File: config.mk
export PLATFORM = sky130hd
export DESIGN_NAME = piso_tx
export DESIGN_NICKNAME = d
export VERILOG_FILES = /design/src/rtl/piso_pkg.sv /design/src/rtl/piso_tx.sv
export SDC_FILE = /design/constraint.sdc
export NUM_CORES = 1
export LEC_CHECK = 0
export CAP_MARGIN = 20
export CORE_MARGIN = 2
export CORE_UTILIZATION = 51
export DETAILED_ROUTE_END_ITERATION = 16
export MAX_ROUTING_LAYER = met4
export PLACE_DENSITY = 0.89
export SYNTH_ARGS = -nofsm -noshare
export SYNTH_HDL_FRONTEND = slang
export SYNTH_SLANG_ARGS = --single-unit
export TNS_END_PERCENT = 1
File: constraint.sdc
create_clock -name clk -period 2.8 [get_ports clk]
set_input_delay 0.28 -clock clk [delete_from_list [all_inputs] [get_ports clk]]
set_output_delay 0.28 -clock clk [all_outputs]
set_load 0.01 [all_outputs]
File: src/rtl/piso_pkg.sv
// piso_pkg: shared types and constants for the piso_tx serializer.
// Holds the FSM state encoding, the default word width and the
// counter-width helper used to size the bit counter.
package piso_pkg;

  // Default data word width in bits (legal range 2..32).
  localparam int PISO_DEFAULT_WIDTH = 8;

  // Bit counter width for a given word width: the counter holds WIDTH-1 down to 0.
  function automatic int piso_cnt_w(input int w);
    return (w < 2) ? 1 : $clog2(w);
  endfunction

  // Counter width for the default word width.
  localparam int PISO_CNT_W = piso_cnt_w(PISO_DEFAULT_WIDTH);

  // Transmitter FSM states. PARITY is only entered when the parity bit is built in.
  typedef enum logic [1:0] {
    IDLE   = 2'd0,
    SHIFT  = 2'd1,
    PARITY = 2'd2
  } piso_state_t;

endpackage

File: src/rtl/piso_tx.sv
// piso_tx: parallel-in serial-out transmitter, MSB first, one bit per clk.
// Optional build macro PISO_PARITY_EN appends an even-parity bit after
// each word (frame becomes WIDTH+1 cycles long).
//
// Handshake: a word transfers on the posedge where in_valid && in_ready.
// in_ready never depends on in_valid; upstream holds par_in stable while
// in_valid is high and in_ready is low. par_in is ignored when in_ready=0.
module piso_tx
  import piso_pkg::*;
#(
  parameter int WIDTH = PISO_DEFAULT_WIDTH
) (
  input  logic             clk,
  input  logic             rst,
  input  logic [WIDTH-1:0] par_in,
  input  logic             in_valid,
  output logic             in_ready,
  output logic             serial_out,
  output logic             frame,
  output logic             busy,
  output logic             done
);

  localparam int CW = piso_cnt_w(WIDTH);
  localparam logic [CW-1:0] CNT_LAST = CW'(WIDTH - 1);

  piso_state_t      state, state_nxt;
  logic [WIDTH-1:0] shift_reg, shift_nxt;
  logic [CW-1:0]    cnt, cnt_nxt;
  logic             ser_nxt;
  logic             frame_nxt;
  logic             done_nxt;
  logic             accept;
  logic             load;
  logic             finish;
`ifdef PISO_PARITY_EN
  logic             par_reg, par_nxt;
`endif

  assign accept = in_valid && in_ready;
  assign busy   = (state != IDLE);

  // Ready is a pure function of state/count so it never waits on in_valid.
  always_comb begin
    in_ready = 1'b0;
    case (state)
      IDLE:   in_ready = 1'b1;
`ifdef PISO_PARITY_EN
      SHIFT:  in_ready = 1'b0;
      PARITY: in_ready = 1'b1;
`else
      SHIFT:  in_ready = (cnt == '0);
      PARITY: in_ready = 1'b0;
`endif
      default: in_ready = 1'b0;
    endcase
  end

  // Next-state logic: shifting, end-of-word handling and word loading.
  always_comb begin
    state_nxt = state;
    shift_nxt = shift_reg;
    cnt_nxt   = cnt;
    ser_nxt   = serial_out;
    frame_nxt = frame;
    done_nxt  = 1'b0;
    load      = 1'b0;
    finish    = 1'b0;
`ifdef PISO_PARITY_EN
    par_nxt   = par_reg;
`endif

    case (state)
      IDLE: begin
        load = accept;
      end
      SHIFT: begin
        if (cnt != '0) begin
          shift_nxt = shift_reg << 1;
          ser_nxt   = shift_reg[WIDTH-2];
          cnt_nxt   = cnt - 1'b1;
        end else begin
`ifdef PISO_PARITY_EN
          state_nxt = PARITY;
          ser_nxt   = par_reg;
`else
          finish    = 1'b1;
`endif
        end
      end
      PARITY: begin
`ifdef PISO_PARITY_EN
        finish    = 1'b1;
`else
        state_nxt = IDLE;
`endif
      end
      default: begin
        state_nxt = IDLE;
        frame_nxt = 1'b0;
        ser_nxt   = 1'b0;
      end
    endcase

    // Last bit of the frame is on the line: either chain the next word
    // with no gap or fall back to IDLE with the line driven low.
    if (finish) begin
      done_nxt = 1'b1;
      if (accept) begin
        load = 1'b1;
      end else begin
        state_nxt = IDLE;
        frame_nxt = 1'b0;
        ser_nxt   = 1'b0;
      end
    end

    // Loading a word puts its MSB on the line in the very next cycle.
    if (load) begin
      state_nxt = SHIFT;
      shift_nxt = par_in;
      ser_nxt   = par_in[WIDTH-1];
      cnt_nxt   = CNT_LAST;
      frame_nxt = 1'b1;
`ifdef PISO_PARITY_EN
      par_nxt   = ^par_in;
`endif
    end
  end

  // State and datapath registers with synchronous reset.
  always_ff @(posedge clk) begin
    if (rst) begin
      state      <= IDLE;
      shift_reg  <= '0;
      cnt        <= '0;
      serial_out <= 1'b0;
      frame      <= 1'b0;
      done       <= 1'b0;
`ifdef PISO_PARITY_EN
      par_reg    <= 1'b0;
`endif
    end else begin
      state      <= state_nxt;
      shift_reg  <= shift_nxt;
      cnt        <= cnt_nxt;
      serial_out <= ser_nxt;
      frame      <= frame_nxt;
      done       <= done_nxt;
`ifdef PISO_PARITY_EN
      par_reg    <= par_nxt;
`endif
    end
  end

endmodule

==> impl_metrics.toml <==
[yosys]
synth-main-ff-cell = "dfxtp_1"
synth_fp_nets = 97
synthDominantCellAreaShare_pct = 41.4
synth.most_common_cell = "dfxtp_1"
post_synth.cell_area_avg_um2 = 8.64
yosysSeqAreaShare_pct = 41.4
ys_ff_latch = 15
async_flop_share_pct = 0
syn_inst = 84
synth_area_um2 = 726
synthTopCellsByArea = "dfxtp_1 (41%), nor2_1 (6.2%), o21ai_0 (5.5%), a211oi_1 (5.2%), nor2b_1 (5.2%)"
yosysWarnings = 0
synth-edff-count = 0
synth_top_cell_by_area = "dfxtp_1"
synth.distinct_cells = 28
synth_common_cells = "dfxtp_1 (15), nor2_1 (12), o21ai_0 (8)"

[critical_path]
crit_path_top_delay_cell = "clkdlybuf4s50_1"
crit_type = "flip-flop to primary output"
path_cells = "inv_1, ha_1, nand2b_1, a21oi_1, clkdlybuf4s50_1"
max_stage_delay_ps = 550
worstSetupEndpointType = "primary output"
required_ps = 2520
critPathTopFamily = "buffers and inverters"
cp_max_fo = 7
critPathBufInv = 2
crit_arrival_ps = 1890
crit_path_start_kind = "flip-flop"

[floorplan]
dieArea_mm2 = 0.00174
core.rowCount = 13
dieHeight_um = 41.7
ioPinCount = 16
core-area_mm2 = 0.00132
die_x_um = 41.7
start_util_pct = 55.1

[clocking]
cts_htree_levels = 1
cts.sinks = 15
cts_made_buffers = 3
cts-root-buf = "clkbuf_4"
cts_buffer_depth = 2
cts_tree = "yes"
cts.clk_slew.worst_paths_ps = 90
cts_setup_buffers = 0
worst_skew_pair.late_latency_ps = 290
holdBufCountCts = 0
cts.repair.resized = 0

[routing]
wl_per_cell_um = 14.4
first_pass_iters = 5
ant_nets = 0
drc_errors = 0
routed_via_density = 5.88
drtIter0Drc = 23
drt_wl_total_um = 1670
vias = 682

[outcome]
outcome = "finished, final reports clean"

[sta]
maxSlewHeadroom_pct = 64.9
max_freq_ghz = 0.461
drv_slew = 0
rsz0062_at_grt = "false"
setup-tns-final_ps = 0
worstMarginPinSlew_ps = 525
finClkSkew_ps = 2.28
fin_crit_ps = 2170
period_share_pct = 77.5
finalHoldViolations = 0
setup-violations-final = 0

[global_route]
grt.total_usage_pct = 22.3
grt_max_degree = 15
antenna_found_initial = 0
grt_pass1_wl_um = 2800
first_global_vias = 640
grt-ovfl-total = 0

[finish]
final_nets = 115
insertedDiodeCount = 0
regArea_um2 = 300
multi_input_area_um2 = 392
final_area_um2 = 906
largest_reg_flops = 7
fill_cells = 105
drive_gt1_share_pct = 10.9
syn2layout_area_growth_pct = 24.8

[pwr]
peakVddDrop_v = 0.000328
p_sw_uw = 136
clkPwrFrac_pct = 27.4
p_int_uw = 334
power_uw = 470
power_frac_seq_pct = 50.9
leakagePower_nw = 0.341
p_sw_share_pct = 28.9
pwr-share-comb_pct = 21.8
power.density_mw_per_mm2 = 519

[placement]
dpl-instance-area_um2 = 880
io_buffers = 15
dp_hpwl_um = 1210
place_congestion = 0.813

[min_path]
worstHoldPathType = "flip-flop to flip-flop"

[run]
maxCapViolations = 0
-- layer usage --
layer	global-route usage, %	part of all wire, %
met5	-	0
met4	19.4	5.1
met3	3.04	6.1
met2	34.1	48
met1	25.3	40
-- final cells by class --
class,count,share of cell area (%)
Clock buffer,4,2.90
Tap cell,15,2.07
Multi-Input combinational cell,62,43.2
Sequential cell,15,33.1
Inverter,5,2.07
Timing Repair Buffer,15,16.6
-- placed cells by master, fill, tap and decap left out, types with 3 or more instances in the layout --
| cell type | count |
|---|---|
| clkbuf_4 | 3 |
| nor3_1 | 5 |
| clkdlybuf4s50_1 | 15 |
| a211oi_1 | 5 |
| nor2_1 | 12 |
| dfxtp_1 | 15 |
| nor2b_1 | 6 |
| o21ai_0 | 8 |
| inv_1 | 4 |
-- power groups by stage --
stage	Clock, mW	Combinational (mW)	Sequential (mW)
after floorplan	0	0.0674	0.242
after global placement	0	0.0973	0.243
after detailed placement	0	0.102	0.244
after CTS	0.129	0.103	0.239
after global routing	0.136	0.114	0.241
final	0.129	0.102	0.239
-- logic make-up (layout without fill, tap and decap cells) --
logic type / after synthesis / in the layout / share of synthesized area [%]
fa+ha+maj: 2 / 2 / 3.45
mux: 1 / 1 / 1.38
compound gates: 27 / 27 / 26.6
buf+inv: 7 / 24 / 4.65
simple gates: 31 / 31 / 22.1
flops: 15 / 15 / 41.4
other cells: 1 / 1 / 0.517
-- through the flow --
stage | util (%) | hold WS [ps] | setup slack [ps] | cells
4_1_cts | 68.8 | 478 | 621 | 116
6_report | 68.8 | 482 | 629 | 116
3_5_place_dp | 66.8 | 462 | 963 | 112
5_1_grt | 68.8 | 501 | 488 | 116
3_3_place_gp | 66.8 | 451 | 1010 | 112
2_1_floorplan | - | 353 | 1460 | 84
-- path summary, 6_finish.rpt --
kind | start | endpoint | slack, ps | cells past startpoint
max | cnt[0] | in_ready | 630 | 5
min | cnt[0] | cnt[0] | 480 | 1
max reg2reg | cnt[0] | shift_reg[3] | 1150 | 6
min reg2reg | cnt[0] | cnt[0] | 480 | 1
Power figures use the tool's default switching activity.
